===== config.mk =====
export PLATFORM = sky130hd
export DESIGN_NAME = window_scan_ctrl_flat
export DESIGN_NICKNAME = d
export VERILOG_FILES = /design/src/rtl/window_scan_ctrl_if.sv /design/src/rtl/window_scan_ctrl.sv /design/src/flat_wrapper.sv
export SDC_FILE = /design/constraint.sdc
export NUM_CORES = 1
export LEC_CHECK = 0
export ABC_AREA = 1
export CORE_MARGIN = 5
export CORE_UTILIZATION = 54
export CTS_BUF_LIST = sky130_fd_sc_hd__clkbuf_4 sky130_fd_sc_hd__clkbuf_8
export CTS_CLUSTER_DIAMETER = 120
export DETAILED_ROUTE_END_ITERATION = 10
export PLACE_DENSITY = 0.79
export SKIP_LAST_GASP = 1
export SYNTH_ARGS = -nofsm -noshare
export SYNTH_HDL_FRONTEND = slang
export SYNTH_SLANG_ARGS = --single-unit
export TNS_END_PERCENT = 30

===== constraint.sdc =====
create_clock -name clk -period 1.7 [get_ports clk]
set_clock_uncertainty 0.15 [all_clocks]
set_input_delay 0.34 -clock clk [delete_from_list [all_inputs] [get_ports clk]]
set_output_delay 0.34 -clock clk [all_outputs]
set_load 0.005 [all_outputs]

===== src/rtl/window_scan_ctrl_if.sv =====
// Stream and result handshake bundle for window_scan_ctrl.
// master = upstream/downstream host side, slave = the controller.
interface window_scan_ctrl_if #(
    parameter int CNT_W = 8
);
    logic             start;
    logic             in_valid;
    logic             in_ready;
    logic             shift_en;
    logic             pad_zero;
    logic             out_valid;
    logic             out_ready;
    logic [3:0]       corner_type;
    logic [CNT_W-1:0] out_row;
    logic [CNT_W-1:0] out_col;
    logic             busy;
    logic             frame_done;

    modport master (
        output start, in_valid, out_ready,
        input  in_ready, shift_en, pad_zero, out_valid, corner_type,
               out_row, out_col, busy, frame_done
    );

    modport slave (
        input  start, in_valid, out_ready,
        output in_ready, shift_en, pad_zero, out_valid, corner_type,
               out_row, out_col, busy, frame_done
    );
endinterface


===== src/rtl/window_scan_ctrl.sv =====
// Raster-scan sequencer for the 3x3 window datapath: fill, run, zero-padded flush.
// Optional WSC_STALL_CNT_EN adds a saturating output-stall cycle counter port.
module window_scan_ctrl #(
    parameter int IMG_W = 8,
    parameter int IMG_H = 8,
    parameter int CNT_W = 8
) (
    input  logic        clk,
    input  logic        rst,
`ifdef WSC_STALL_CNT_EN
    output logic [15:0] stall_cnt,
`endif
    window_scan_ctrl_if.slave bus
);

    // state | meaning
    // IDLE  | waiting for start
    // FILL  | priming line buffers, first IMG_W+1 pixels, no results
    // RUN   | one result per accepted pixel
    // FLUSH | IMG_W+1 advances with zero fed into the line buffers
    // DONE  | waiting for the last result to be taken
    typedef enum logic [2:0] {IDLE, FILL, RUN, FLUSH, DONE} state_t;

    localparam logic [CNT_W-1:0] W_LAST = CNT_W'(IMG_W - 1);
    localparam logic [CNT_W-1:0] H_LAST = CNT_W'(IMG_H - 1);
    localparam logic [CNT_W-1:0] W_CNT  = CNT_W'(IMG_W);

    state_t           state;
    logic [CNT_W-1:0] in_row, in_col;
    logic [CNT_W-1:0] res_row, res_col;
    logic [CNT_W-1:0] flush_cnt;
    logic             out_valid_q, pad_zero_q, busy_q, frame_done_q;
    logic [3:0]       corner_q;
    logic [CNT_W-1:0] out_row_q, out_col_q;
    logic             in_ready_c, adv, produce, out_hs;

    function automatic logic [3:0] corner_of(input logic [CNT_W-1:0] r, input logic [CNT_W-1:0] c);
        logic top, bot, left, right;
        top   = (r == '0);
        bot   = (r == H_LAST);
        left  = (c == '0);
        right = (c == W_LAST);
        if (top && left)        return 4'd1;
        else if (top && right)  return 4'd2;
        else if (bot && left)   return 4'd5;
        else if (bot && right)  return 4'd6;
        else if (left)          return 4'd3;
        else if (right)         return 4'd4;
        else if (top || bot)    return 4'd7;
        else                    return 4'd8;
    endfunction

    always_comb begin
        in_ready_c = 1'b0;
        adv        = 1'b0;
        case (state)
            FILL: begin
                in_ready_c = 1'b1;
                adv        = bus.in_valid;
            end
            RUN: begin
                in_ready_c = !out_valid_q || bus.out_ready;
                adv        = bus.in_valid && in_ready_c;
            end
            FLUSH:   adv = !out_valid_q || bus.out_ready;
            default: ;
        endcase
    end

    assign produce = adv && (state == RUN || state == FLUSH);
    assign out_hs  = out_valid_q && bus.out_ready;

    always_ff @(posedge clk) begin
        if (rst) begin
            state        <= IDLE;
            in_row       <= '0;
            in_col       <= '0;
            res_row      <= '0;
            res_col      <= '0;
            flush_cnt    <= '0;
            out_valid_q  <= 1'b0;
            pad_zero_q   <= 1'b0;
            busy_q       <= 1'b0;
            frame_done_q <= 1'b0;
            corner_q     <= '0;
            out_row_q    <= '0;
            out_col_q    <= '0;
        end else begin
            frame_done_q <= 1'b0;

            // A producing advance wins over a plain handshake: no bubble on reload.
            if (produce) begin
                out_valid_q <= 1'b1;
                out_row_q   <= res_row;
                out_col_q   <= res_col;
                corner_q    <= corner_of(res_row, res_col);
                if (res_col == W_LAST) begin
                    res_col <= '0;
                    if (res_row != H_LAST) res_row <= res_row + 1'b1;
                end else begin
                    res_col <= res_col + 1'b1;
                end
            end else if (out_hs) begin
                out_valid_q <= 1'b0;
                corner_q    <= '0;
            end

            if (adv && state != FLUSH) begin
                if (in_col == W_LAST) begin
                    in_col <= '0;
                    if (in_row != H_LAST) in_row <= in_row + 1'b1;
                end else begin
                    in_col <= in_col + 1'b1;
                end
            end

            case (state)
                IDLE: if (bus.start) begin
                    state   <= FILL;
                    busy_q  <= 1'b1;
                    in_row  <= '0;
                    in_col  <= '0;
                    res_row <= '0;
                    res_col <= '0;
                end
                // Pixel index IMG_W sits at (1,0): accepting it completes the fill.
                FILL: if (adv && in_row == CNT_W'(1) && in_col == '0) state <= RUN;
                RUN: if (adv && in_row == H_LAST && in_col == W_LAST) begin
                    state      <= FLUSH;
                    pad_zero_q <= 1'b1;
                    flush_cnt  <= W_CNT;
                end
                FLUSH: if (adv) begin
                    if (flush_cnt == '0) begin
                        state      <= DONE;
                        pad_zero_q <= 1'b0;
                    end else begin
                        flush_cnt <= flush_cnt - 1'b1;
                    end
                end
                DONE: if (out_hs) begin
                    state        <= IDLE;
                    busy_q       <= 1'b0;
                    frame_done_q <= 1'b1;
                end
                default: state <= IDLE;
            endcase
        end
    end

`ifdef WSC_STALL_CNT_EN
    always_ff @(posedge clk) begin
        if (rst)                                         stall_cnt <= '0;
        else if (state == IDLE && bus.start)             stall_cnt <= '0;
        else if (out_valid_q && !bus.out_ready && stall_cnt != 16'hFFFF)
                                                         stall_cnt <= stall_cnt + 1'b1;
    end
`endif

    assign bus.in_ready    = in_ready_c;
    assign bus.shift_en    = adv;
    assign bus.pad_zero    = pad_zero_q;
    assign bus.out_valid   = out_valid_q;
    assign bus.corner_type = corner_q;
    assign bus.out_row     = out_row_q;
    assign bus.out_col     = out_col_q;
    assign bus.busy        = busy_q;
    assign bus.frame_done  = frame_done_q;

endmodule


===== src/flat_wrapper.sv =====
// flat-port wrapper written by rule: the top's interface ports become plain ports
module window_scan_ctrl_flat 
#(
    parameter int IMG_W = 8,
    parameter int IMG_H = 8,
    parameter int CNT_W = 8
)
  (clk, rst, bus_start, bus_in_valid, bus_out_ready, bus_in_ready, bus_shift_en, bus_pad_zero, bus_out_valid, bus_corner_type, bus_out_row, bus_out_col, bus_busy, bus_frame_done);
  window_scan_ctrl_if #(.CNT_W(CNT_W)) bus_i ();
  input  logic clk;
  input  logic rst;
  input wire logic [$bits(bus_i.start)-1:0] bus_start;
  input wire logic [$bits(bus_i.in_valid)-1:0] bus_in_valid;
  input wire logic [$bits(bus_i.out_ready)-1:0] bus_out_ready;
  output wire logic [$bits(bus_i.in_ready)-1:0] bus_in_ready;
  output wire logic [$bits(bus_i.shift_en)-1:0] bus_shift_en;
  output wire logic [$bits(bus_i.pad_zero)-1:0] bus_pad_zero;
  output wire logic [$bits(bus_i.out_valid)-1:0] bus_out_valid;
  output wire logic [$bits(bus_i.corner_type)-1:0] bus_corner_type;
  output wire logic [$bits(bus_i.out_row)-1:0] bus_out_row;
  output wire logic [$bits(bus_i.out_col)-1:0] bus_out_col;
  output wire logic [$bits(bus_i.busy)-1:0] bus_busy;
  output wire logic [$bits(bus_i.frame_done)-1:0] bus_frame_done;
  assign bus_i.start = bus_start;
  assign bus_i.in_valid = bus_in_valid;
  assign bus_i.out_ready = bus_out_ready;
  assign bus_in_ready = bus_i.in_ready;
  assign bus_shift_en = bus_i.shift_en;
  assign bus_pad_zero = bus_i.pad_zero;
  assign bus_out_valid = bus_i.out_valid;
  assign bus_corner_type = bus_i.corner_type;
  assign bus_out_row = bus_i.out_row;
  assign bus_out_col = bus_i.out_col;
  assign bus_busy = bus_i.busy;
  assign bus_frame_done = bus_i.frame_done;
  window_scan_ctrl #(.IMG_W(IMG_W), .IMG_H(IMG_H), .CNT_W(CNT_W)) u_core (.clk(clk), .rst(rst), .bus(bus_i));
endmodule

==> summary.txt, run 1 <==
Layout
  • Area delta synth->final: 47.2%
  • Final nets: just over 600
  • Layout cells sized above 1: 0.331
  • Most common cell after layout, fill and taps aside: nand2_1
  • Core utilization of the finished layout: 0.829
  • Antenna diodes: 0
  • Most frequent cells in the layout: nand2_1, buf_4, dfxtp_1, inv_1, nor2_1
  • Filler instances: 336

Clock network
  • Clock-pin slew on the worst setup and hold paths: 0.08 ns
  • Sink Count: 67
  • Num CTS Buffers: 9
  • Worst skew pair latency: approximately 0.36 ns
  • Max H-tree Level: 3
  • Root Buffer: clkbuf_8
  • CTS max path bufs: 2
  • CTS tree: done
  • CTS hold repair buffers: 0

STA
  • F_max: about 0.53 GHz
  • Worst hold slack: roughly 0.32 ns
  • Fin crit share: 1.10
  • Slew headroom: 0.727
  • Least-Margin Pin Slew: approximately 0.41 ns
  • Hold Fails Final Rpt: 0
  • Slew Limit Fails: 0
  • RSZ-0062 raised after global routing: yes
  • Period minus WS final: ~1.9 ns
  • Worst setup margin: -0.175 ns
  • Final setup viols: 46

Run status
  • Violated checks: setup timing
  • Status: finished with violations

Logic synthesis
  • EDFF count, synth: 0
  • Synth Area per Inst: about 7.0 sq um
  • Main flop type after synthesis: dfxtp_1
  • Sequential cell area fraction in the yosys report: 0.395
  • Synthesized cell area: approximately 0.0034 sq mm
  • Yosys warning count: 0
  • Syn_nets: between 400 and 500
  • Synth Register Bits: 67
  • Post-synth cell types: 35
  • Post-synth ARST share: 0
  • Post-synthesis cell count: ~480

Global routing
  • Grt total ovfl: 0
  • Largest net degree at the start of global routing: 19
  • Number of global-route vias before repair: 3657
  • Initial antenna violation count: 0
  • Total GRT Usage: 0.257
  • First-pass GRT wire length: roughly 16000 um

Route
  • DR vias: around 3800
  • Routed Antenna Nets: 0
  • Post-DR vias/cell: roughly 5.6
  • DR WL/cell: 15.8 um
  • DR iter-0 viols: 249
  • DRT Pass-1 Iters: 6
  • WL final: ~11000 um
  • DRC Markers: 0

Setup path
  • Critical path class: flip-flop to flip-flop
  • Crit-path slowest cell: dfxtp_4
  • Critical path cell sequence: inv_4, nand2_4, nor2_4, nand2_4, nand3_4, buf_8, nand2_4, a21oi_4, nand2_2, nor2_1, nor2_1
  • WP data required: 1.81 ns
  • Setup crit start kind: flip-flop
  • Most used cell, CP: nand2_4
  • Crit path DAT: between 1.5 and 2 ns
  • CP max stage delay: roughly 0.37 ns
  • CP Capture Type: flip-flop
  • Critical Path Fanout Max: 4

Place
  • GPL Wtd Cong: 0.872
  • HPWL after DPL: 6630 um
  • Buffers on Ports: 30

Min path
  • Hold WC Path Type: flip-flop to flip-flop

Floorplanning
  • Die width: 89.3 um
  • Starting density of the core: 0.564
  • Die Area: approximately 0.008 sq mm
  • Row count: 28
  • CORE AREA: about 0.006 sq mm
  • Chip height: about 89 um
  • I/O Pins: 31

Power
  • Comb power frac: 0.458
  • Leakage: roughly 2.1 nW
  • Clock share of power: 0.212
  • PwrDens: about 1200 mW/mm^2
  • Sw Pwr: about 0.0023 W
  • Reg power frac: 0.330
  • Int Pwr: around 0.0036 W
  • Switching Fraction: 0.390
  • VDD IR max: 1.03 mV

Job
  • Max-cap violations: 0
power groups by stage:
| stage | Sequential (W) | Combinational [W] | Clock (W) |
|---|---|---|---|
| after CTS | 0.00195 | 0.00245 | 0.00126 |
| after floorplan | 0.00196 | 0.00109 | 0 |
| final | 0.00196 | 0.00271 | 0.00125 |
| after global routing | 0.00199 | 0.00291 | 0.00135 |
| after detailed placement | 0.00196 | 0.00219 | 0 |
| after global placement | 0.00195 | 0.00213 | 0 |
path summary, 6_finish.rpt:
kind / start / to / slack (ns) / cells after the start
worst min-delay path: u_core.bus.pad_zero$_SDFFE_PP0P_ / u_core.bus.pad_zero$_SDFFE_PP0P_ / 0.32 / 2
worst max-delay path: u_core.state[0]$_SDFFE_PP0P_ / u_core.state[1]$_SDFFE_PP0P_ / -0.17 / 11
worst min register to register: u_core.bus.pad_zero$_SDFFE_PP0P_ / u_core.bus.pad_zero$_SDFFE_PP0P_ / 0.32 / 2
worst max register to register: u_core.state[0]$_SDFFE_PP0P_ / u_core.state[1]$_SDFFE_PP0P_ / -0.17 / 11
worst max-delay path, delay by kind of cell (launching register included):
family                 cells  cell delay (ns)
and+or+nand+nor            8             0.80
DFF                        1             0.37
AOI/OAI and AO/OA          1             0.25
buffers and inverters      2             0.21
area by class of cell:
cell class                      instances  area, sq um  area share
Tap cell                               75         93.8      0.0188
Clock buffer                            9          124      0.0248
Inverter                               62          241      0.0483
Timing Repair Buffer                  115          976       0.195
Sequential cell                        67         1360       0.272
Multi-Input combinational cell        345         2140       0.428
Clock inverter                          7         60.1      0.0120
layer usage:
layer,vias up,track usage,share of wire
met5,-,0,0
met4,0,0.130,0.049
met3,58,0.0866,0.069
met2,175,0.431,0.50
met1,1778,0.291,0.38
li1,1815,-,-
cell usage after synthesis, types with 5 or more instances:
| cell type | n | area share |
|---|---|---|
| nand4_1 | 9 | 0.017 |
| xor2_1 | 5 | 0.013 |
| nor2_1 | 53 | 0.059 |
| a21oi_1 | 53 | 0.078 |
| nand2_2 | 7 | 0.013 |
| o21ai_0 | 30 | 0.044 |
| nand3_1 | 32 | 0.047 |
| nand2_1 | 96 | 0.11 |
| dfxtp_1 | 67 | 0.39 |
| nor3b_1 | 5 | 0.011 |
| nor3_1 | 15 | 0.022 |
| ha_1 | 10 | 0.037 |
| inv_2 | 5 | 0.0055 |
| inv_1 | 55 | 0.061 |
registers in the layout, summed over array words and instances (netlist names), 3 cells and up:
name and flops:
u_core.bus.corner_type 4, u_core.bus.out_col 8, u_core.bus.out_row 8, u_core.flush_cnt 8
u_core.in_col 8, u_core.in_row 8, u_core.res_col 8, u_core.res_row 8
u_core.state 3
per-stage QoR:
| step | std cells | setup WS [ns] | TNS, ns | instance area [sq um] | power [W] |
|---|---|---|---|---|---|
| after floorplan | 483 | 0.0236 | 0 | 3430 | 0.00305 |
| after global placement | 653 | -0.536 | -22.42 | 4330 | 0.00409 |
| after detailed placement | 653 | -0.555 | -25.45 | 4330 | 0.00415 |
| after CTS | 677 | -0.0745 | -1.51 | 4740 | 0.00567 |
| after global routing | 680 | -0.272 | -8.15 | 5000 | 0.00624 |
| final | 680 | -0.175 | -3.27 | 5000 | 0.00593 |
what timing repair did:
item                                   CTS  global route
endpoints found under the hold margin    0             0
setup endpoints to repair               74            78
resized for setup                       62            61
setup buffers                            9             3
gates cloned                             0             0
pin swaps                               21            32
cells by family (layout without fill, tap and decap cells):
logic type | after synthesis | count (layout) | synth area share
buffers and inverters | 71 | 193 | 0.0825
adder cells (fa/ha/maj) | 10 | 10 | 0.0368
flip-flops | 67 | 67 | 0.395
AND/OR/NAND/NOR | 234 | 234 | 0.319
XOR/XNOR | 7 | 7 | 0.0181
AO/OA/AOI/OAI | 94 | 94 | 0.148
Note: power is estimated with default switching activity, not from simulation.
==> run 2: changes to the inputs <==
--- a/config.mk
+++ b/config.mk
@@ -6,6 +6,7 @@
 export NUM_CORES = 1
 export LEC_CHECK = 0
 export ABC_AREA = 1
+export CAP_MARGIN = 40
 export CORE_MARGIN = 5
 export CORE_UTILIZATION = 54
 export CTS_BUF_LIST = sky130_fd_sc_hd__clkbuf_4 sky130_fd_sc_hd__clkbuf_8
==> results of run 2 <==
Final layout, timing and power as in run 1 (identical DEF).
